===== src/rtl/div_wb_merger_pkg.sv =====
// Shared types and default sizing for the divider write-back merger.
// The optional WAW kill feature is enabled by defining DIV_WB_WAW_KILL_EN.
package div_wb_merger_pkg;

    localparam int DIV_WB_DEPTH   = 4;
    localparam int MULT_PPL_STAGE = 2;

    typedef enum logic {
        DIV_WB_SRC_PIPE = 1'b0,
        DIV_WB_SRC_DIV  = 1'b1
    } wb_src_e;

    typedef struct packed {
        logic        valid;
        logic [4:0]  addr;
        logic [31:0] data;
    } wb_entry_t;

endpackage


===== src/rtl/div_wb_fifo.sv =====
// In-order result buffer for divider write-backs that lost port arbitration.
// Entries can be invalidated in place (kill) while still occupying their slot.
module div_wb_fifo
    import div_wb_merger_pkg::*;
#(
    parameter int DEPTH = DIV_WB_DEPTH,
    localparam int PW   = $clog2(DEPTH)
) (
    input  logic                  clk,
    input  logic                  rst_n,
    input  logic                  push,
    input  logic [4:0]            push_addr,
    input  logic [31:0]           push_data,
    input  logic                  pop,
    input  logic                  kill,
    input  logic [4:0]            kill_addr,
    output wb_entry_t             head,
    output logic [PW:0]           count,
    output logic                  full,
    output logic                  empty,
    output logic [DEPTH-1:0]      ent_valid,
    output logic [DEPTH-1:0][4:0] ent_addr
);

    wb_entry_t       mem [DEPTH];
    logic [PW-1:0]   rd_ptr;
    logic [PW-1:0]   wr_ptr;

    // Kill, then pop-clear, then push: a push into the slot freed by a pop wins.
    always_ff @(posedge clk or negedge rst_n) begin
        if (!rst_n) begin
            for (int i = 0; i < DEPTH; i++) begin
                mem[i] <= '0;
            end
            rd_ptr <= '0;
            wr_ptr <= '0;
            count  <= '0;
        end else begin
            for (int i = 0; i < DEPTH; i++) begin
                if (kill && mem[i].addr == kill_addr) begin
                    mem[i].valid <= 1'b0;
                end
            end
            if (pop) begin
                mem[rd_ptr].valid <= 1'b0;
                rd_ptr            <= rd_ptr + 1'b1;
            end
            if (push) begin
                mem[wr_ptr] <= '{valid: 1'b1, addr: push_addr, data: push_data};
                wr_ptr      <= wr_ptr + 1'b1;
            end
            case ({push, pop})
                2'b10:   count <= count + 1'b1;
                2'b01:   count <= count - 1'b1;
                default: count <= count;
            endcase
        end
    end

    assign head  = mem[rd_ptr];
    assign full  = (count == (PW + 1)'(DEPTH));
    assign empty = (count == '0);

    always_comb begin
        ent_valid = '0;
        ent_addr  = '0;
        for (int i = 0; i < DEPTH; i++) begin
            ent_valid[i] = mem[i].valid;
            ent_addr[i]  = mem[i].addr;
        end
    end

endmodule


===== src/rtl/div_wb_merger.sv =====
// Merges divider results with the main pipeline write onto one register-file port.
// Define DIV_WB_WAW_KILL_EN to let pipeline writes invalidate stale buffered results.
module div_wb_merger
    import div_wb_merger_pkg::*;
#(
    parameter int DEPTH     = DIV_WB_DEPTH,
    parameter int PPL_STAGE = MULT_PPL_STAGE
) (
    input  logic        clk,
    input  logic        rst_n,
    input  logic [4:0]  div_rd_addr_i,
    input  logic [31:0] div_rd_data_i,
    input  logic        pipe_we_i,
    input  logic [4:0]  pipe_rd_addr_i,
    input  logic [31:0] pipe_rd_data_i,
    output logic        rf_we_o,
    output logic [4:0]  rf_waddr_o,
    output logic [31:0] rf_wdata_o,
    output logic        div_hold_o,
    output logic [31:0] pend_flags_o,
    output logic        ovf_o
);

    localparam int CW = $clog2(DEPTH) + 1;

    logic                  pipe_v;
    logic                  div_v;
    logic                  pop;
    logic                  bypass;
    logic                  push_req;
    logic                  push;
    logic                  kill;
    wb_entry_t             head;
    logic [CW-1:0]         count;
    logic                  full;
    logic                  empty;
    logic [DEPTH-1:0]      ent_valid;
    logic [DEPTH-1:0][4:0] ent_addr;

    logic                  next_we;
    logic [4:0]            next_addr;
    logic [31:0]           next_data;
    wb_src_e               next_src;
    wb_src_e               out_src;

    assign pipe_v   = pipe_we_i && (pipe_rd_addr_i != 5'd0);
    assign div_v    = (div_rd_addr_i != 5'd0);
    assign pop      = !pipe_v && !empty;
    assign bypass   = !pipe_v && empty && div_v;
    assign push_req = div_v && !bypass;
    assign push     = push_req && (!full || pop);

`ifdef DIV_WB_WAW_KILL_EN
    assign kill = pipe_v;
`else
    assign kill = 1'b0;
`endif

    div_wb_fifo #(.DEPTH(DEPTH)) u_fifo (
        .clk       (clk),
        .rst_n     (rst_n),
        .push      (push),
        .push_addr (div_rd_addr_i),
        .push_data (div_rd_data_i),
        .pop       (pop),
        .kill      (kill),
        .kill_addr (pipe_rd_addr_i),
        .head      (head),
        .count     (count),
        .full      (full),
        .empty     (empty),
        .ent_valid (ent_valid),
        .ent_addr  (ent_addr)
    );

    // Port arbitration: pipeline first, then buffered head, then bypass.
    always_comb begin
        next_we   = 1'b0;
        next_addr = 5'd0;
        next_data = 32'd0;
        next_src  = DIV_WB_SRC_PIPE;
        if (pipe_v) begin
            next_we   = 1'b1;
            next_addr = pipe_rd_addr_i;
            next_data = pipe_rd_data_i;
        end else if (pop) begin
            next_we   = head.valid;
            next_addr = head.addr;
            next_data = head.data;
            next_src  = DIV_WB_SRC_DIV;
        end else if (bypass) begin
            next_we   = 1'b1;
            next_addr = div_rd_addr_i;
            next_data = div_rd_data_i;
            next_src  = DIV_WB_SRC_DIV;
        end
    end

    always_ff @(posedge clk or negedge rst_n) begin
        if (!rst_n) begin
            rf_we_o    <= 1'b0;
            rf_waddr_o <= 5'd0;
            rf_wdata_o <= 32'd0;
            out_src    <= DIV_WB_SRC_PIPE;
            ovf_o      <= 1'b0;
        end else begin
            rf_we_o    <= next_we;
            rf_waddr_o <= next_addr;
            rf_wdata_o <= next_data;
            out_src    <= next_src;
            if (push_req && full && !pop) begin
                ovf_o <= 1'b1;
            end
        end
    end

    always_comb begin
        pend_flags_o = '0;
        for (int i = 0; i < DEPTH; i++) begin
            if (ent_valid[i]) begin
                pend_flags_o[ent_addr[i]] = 1'b1;
            end
        end
        if (rf_we_o && out_src == DIV_WB_SRC_DIV) begin
            pend_flags_o[rf_waddr_o] = 1'b1;
        end
        pend_flags_o[0] = 1'b0;
    end

    assign div_hold_o = (DEPTH - int'(count)) < PPL_STAGE;

endmodule


===== config.mk =====
export PLATFORM = sky130hd
export DESIGN_NAME = div_wb_merger
export DESIGN_NICKNAME = d
export VERILOG_FILES = /design/src/rtl/div_wb_merger_pkg.sv /design/src/rtl/div_wb_fifo.sv /design/src/rtl/div_wb_merger.sv
export SDC_FILE = /design/constraint.sdc
export NUM_CORES = 1
export LEC_CHECK = 0
export BUFFER_PORTS_ARGS = -buffer_cell sky130_fd_sc_hd__buf_2
export CAP_MARGIN = 30
export CORE_MARGIN = 5
export CORE_UTILIZATION = 30
export CTS_BUF_LIST = sky130_fd_sc_hd__clkbuf_16
export DETAILED_ROUTE_END_ITERATION = 10
export PLACE_DENSITY = 0.48
export RECOVER_POWER = 25
export SLEW_MARGIN = 20
export SYNTH_ARGS = -nofsm -noshare
export SYNTH_HDL_FRONTEND = slang
export SYNTH_SLANG_ARGS = --single-unit

===== constraint.sdc =====
create_clock -name clk -period 2.7 [get_ports clk]
set_input_delay 0 -clock clk [delete_from_list [all_inputs] [get_ports clk]]
set_output_delay 0 -clock clk [all_outputs]
set_load 0.02 [all_outputs]

==> impl_results.md <==
- Worst slew margin: -0.3133
- I/O Buffers: roughly 150
- Crit Path Max Fanout: 3
- Initial core utilization: 0.3014
- Cells after Synth: 858
- Worst hold margin: 0.02049 ns
- Antenna violations before repair: 0
- Layout cell share with drive strength beyond 1: 0.3703
- Asr flop ratio synth: 1.000
- DRT iter0 DRCs: 402
- Die area: 39,340 um2
- WP data required: just over 3 ns
- Worst Clk Skew: approximately 0.0078 ns
- First-pass GRT wire length: 47.98 mm
- H-tree levels: 4
- PD cells: 1288 nW/um2
- CTS tree: built
- Via density: 5.041
- Row Count: 69
- Root Buffer: clkbuf_16
- Worst setup SP type: flop
- Die width: 198.4 um
- Syn Area/Cell: 12.40 um2
- Failing checks: max-capacitance violations, max-slew violations
- Synthesized flop and latch total: 199
- Netlist cell types: 46
- Post-Syn Nets: 948
- Core area: 35,310 um2
- Final Hold Viols: 0
- Post-synthesis sequential area ratio: 0.4679
- Hold WC Path Type: in -> reg
- Peak supply drop: ~0.00058 V
- Internal: 10.80 mW
- Logic gate share of total power: 0.544
- Vias in the first global route: 8,305
- Overall Global Routing Usage: 0.1550
- Synth-to-Final Area Change: 27.78%
- Primary FF master, synth: dfrtp_1
- Layout net count: 1,196
- Setup violations, final: 0
- Worst setup path class: reg -> reg
- Number of flops mapped to enable cells by yosys: 0
- Clock Sinks: 199
- Antenna cells: 0
- Die Y: 198.4 um
- Syn Std Cell Area: roughly 11,000 um2
- Max-Cap Viols: 1
- Worst-Margin Slew: 1.970 ns
- F_max: 0.3923 GHz
- Io pins: around 150
- Largest net degree at the start of global routing: 77
- Clk pwr share: 0.130
- Max Slew Vio Count: 71
- Post-synth top area cell: dfrtp_1
- Outcome: finished with violations
- Gr ovfl total: 0
- Design Area, Final: 13,600 um2
- Longest Clk Path Bufs: 2
- NetSw: between 6 and 7 mW
- Leak: 5.930 nW
- Post-route DRC violation count: 0
- Detailed-placement wirelength estimate: 19.70 mm
- Total number of vias: 7,959
- Sequential share of power: 0.326
- Clock transition at the registers of the reported paths: 0.07 ns
- DR WL/cell: 19.25 um
- Top post-synthesis cells by area: dfrtp_1 (47%), mux2_4 (11%), mux4_2 (8.0%)
- Filler cell count: 3,406
- RSZ-0062 raised after global routing: no
- Net Sw Frac: 0.3836
- Critical path arrival: 2.91 ns
- TritonRoute pass-1 iters: 5
- Clock latency on the worst-skew pair: 0.44 ns
- Num CTS Buffers: 17
- Yosys warning total: 0
- Minimum clock period: 2.549 ns
- Setup_tns: 0 ns
- Routed WL: 30.39 mm
- Post-synth top area share: 0.4679
- Antenna-violating nets left: 0
- CP Capture Type: flop
- Routability Congestion: 0.8600
- Fin crit share: 0.9441
- Dpl cell area: between 10,000 and 15,000 um2
-- metal layers --
metal	wire [um]	share of wire	global-route usage	up-vias
met5	0	0	0	-
met3	1335	0.044	0.03046	26
met1	13940	0.46	0.2117	4081
met2	14800	0.49	0.2553	195
met4	312	0.010	0.03775	0
li1	-	-	-	3657
-- layout by cell type (no fill, tap or decap), types with 5 or more instances in the layout --
cell           instances
dfrtp_1              197
buf_2                140
dlygate4sd3_1        112
mux2_4                76
mux2_2                74
o21ai_0               71
nand2_1               48
o22ai_1               48
nor2b_1               44
mux4_2                38
a31oi_1               33
nor2_1                31
buf_4                 26
nand3b_1              23
clkbuf_16             17
inv_1                 14
or3b_2                12
a211oi_1              10
ha_1                  10
nand3_1                9
buf_12                 8
nor3b_1                7
or3_1                  6
clkbuf_1               6
mux2i_1                5
-- repair_timing --
action / 4_1_cts / 5_1_grt
setup buffers: 0 / 7
resized for setup: 0 / 1
hold endpoints to repair: 254 / 0
endpoints found under the setup margin: 0 / 8
hold buffers: 112 / 0
-- synthesized netlist by cell type, types with 2 or more instances --
library cell and instances:
inv_1 11, or3b_2 12, o211ai_1 2, ha_1 12, nor2_1 31, nor2b_1 44, clkbuf_1 35, o21ai_1 2
mux2_4 76, buf_2 12, buf_6 12, dfrtp_1 199, nand2_1 49, nand3_2 4, o21ai_0 71, mux2i_1 5
or3_1 6, xnor2_1 4, buf_4 3, buf_1 2, nand3_1 9, mux2_2 74, nand2b_1 4, a21oi_1 4
a31oi_1 33, o22ai_1 48, mux4_2 38, a211oi_1 10, nor3b_1 7, nand3b_1 23
-- power groups by stage --
stage / Sequential, mW / Combinational [mW] / Clock, mW
CTS: 5.74 / 9.48 / 2.36
floorplan: 5.50 / 6.78 / 0
global route: 5.92 / 10.3 / 2.48
finish: 5.72 / 9.52 / 2.27
global placement: 5.75 / 8.95 / 0
detailed placement: 5.77 / 9.03 / 0
-- worst paths after layout --
| kind | cells past startpoint | slack [ns] | startpoint | end |
|---|---|---|---|---|
| max | 13 | 0.15 | u_fifo.count[0] | u_fifo.count[2] |
| min | 3 | 0.02 | pipe_we_i | rf_waddr_o[0] |
| max reg2reg | 13 | 0.15 | u_fifo.count[0] | u_fifo.count[2] |
| min reg2reg | 1 | 0.47 | ovf_o | ovf_o |
| max in group asynchronous | 2 | 0.88 | rst_n | rf_wdata_o[14] |
| min in group asynchronous | 2 | 0.63 | rst_n | rf_wdata_o[24] |
-- metrics by stage --
stage               std cells  power (mW)  worst slack [ns]    util
floorplan                 858       12.28           0.09042       -
global placement         1429       14.70            0.2027  0.3378
detailed placement       1429       14.80            0.1415  0.3378
CTS                      1572       17.59           0.03634  0.3837
global route             1579       18.67          0.003562  0.3851
finish                   1579       17.51            0.1511  0.3851
-- cell families after synthesis --
logic type	share of synthesized area
adder cells (fa/ha/maj)	0.01599
other	0.0003524
AO/OA/AOI/OAI	0.1004
multiplexers	0.2706
buffers and inverters	0.03739
flip-flops	0.4679
XOR/XNOR	0.004115
AND/OR/NAND/NOR	0.1032
-- sequential cells by signal, summed over array words and instances, names as in the netlist --
| register | cells |
|---|---|
| u_fifo.count | 3 |
| u_fifo.mem | 128 |
| rf_we_o | 1 |
| ovf_o | 1 |
| u_fifo.wr_ptr | 2 |
| u_fifo.rd_ptr | 2 |
| u_fifo.ent_addr | 20 |
| out_src | 1 |
| rf_waddr_o | 5 |
| u_fifo.ent_valid | 4 |
| rf_wdata_o | 32 |
-- final cells by class --
cell class                      count  area (um2)  share of cell area
Tap cell                          461       576.8             0.04241
Sequential cell                   199        4985              0.3665
Timing Repair Buffer              293        2205              0.1621
Clock buffer                       17       425.4             0.03128
Inverter                           11       41.29            0.003036
Clock inverter                     14       72.57            0.005336
Multi-Input combinational cell    584        5294              0.3893
-- worst max-delay path, stage by stage (launching register included) --
cell,delay (ns)
dfrtp_1,0.40
inv_1,0.11
ha_2,0.22
ha_1,0.20
o311a_1,0.23
a31oi_4,0.04
and2_1,0.19
inv_1,0.07
ha_1,0.17
inv_1,0.06
fa_1,0.37
xor2_1,0.15
nor2_1,0.12
xnor2_1,0.13
Note: power is estimated with default switching activity, not from simulation.
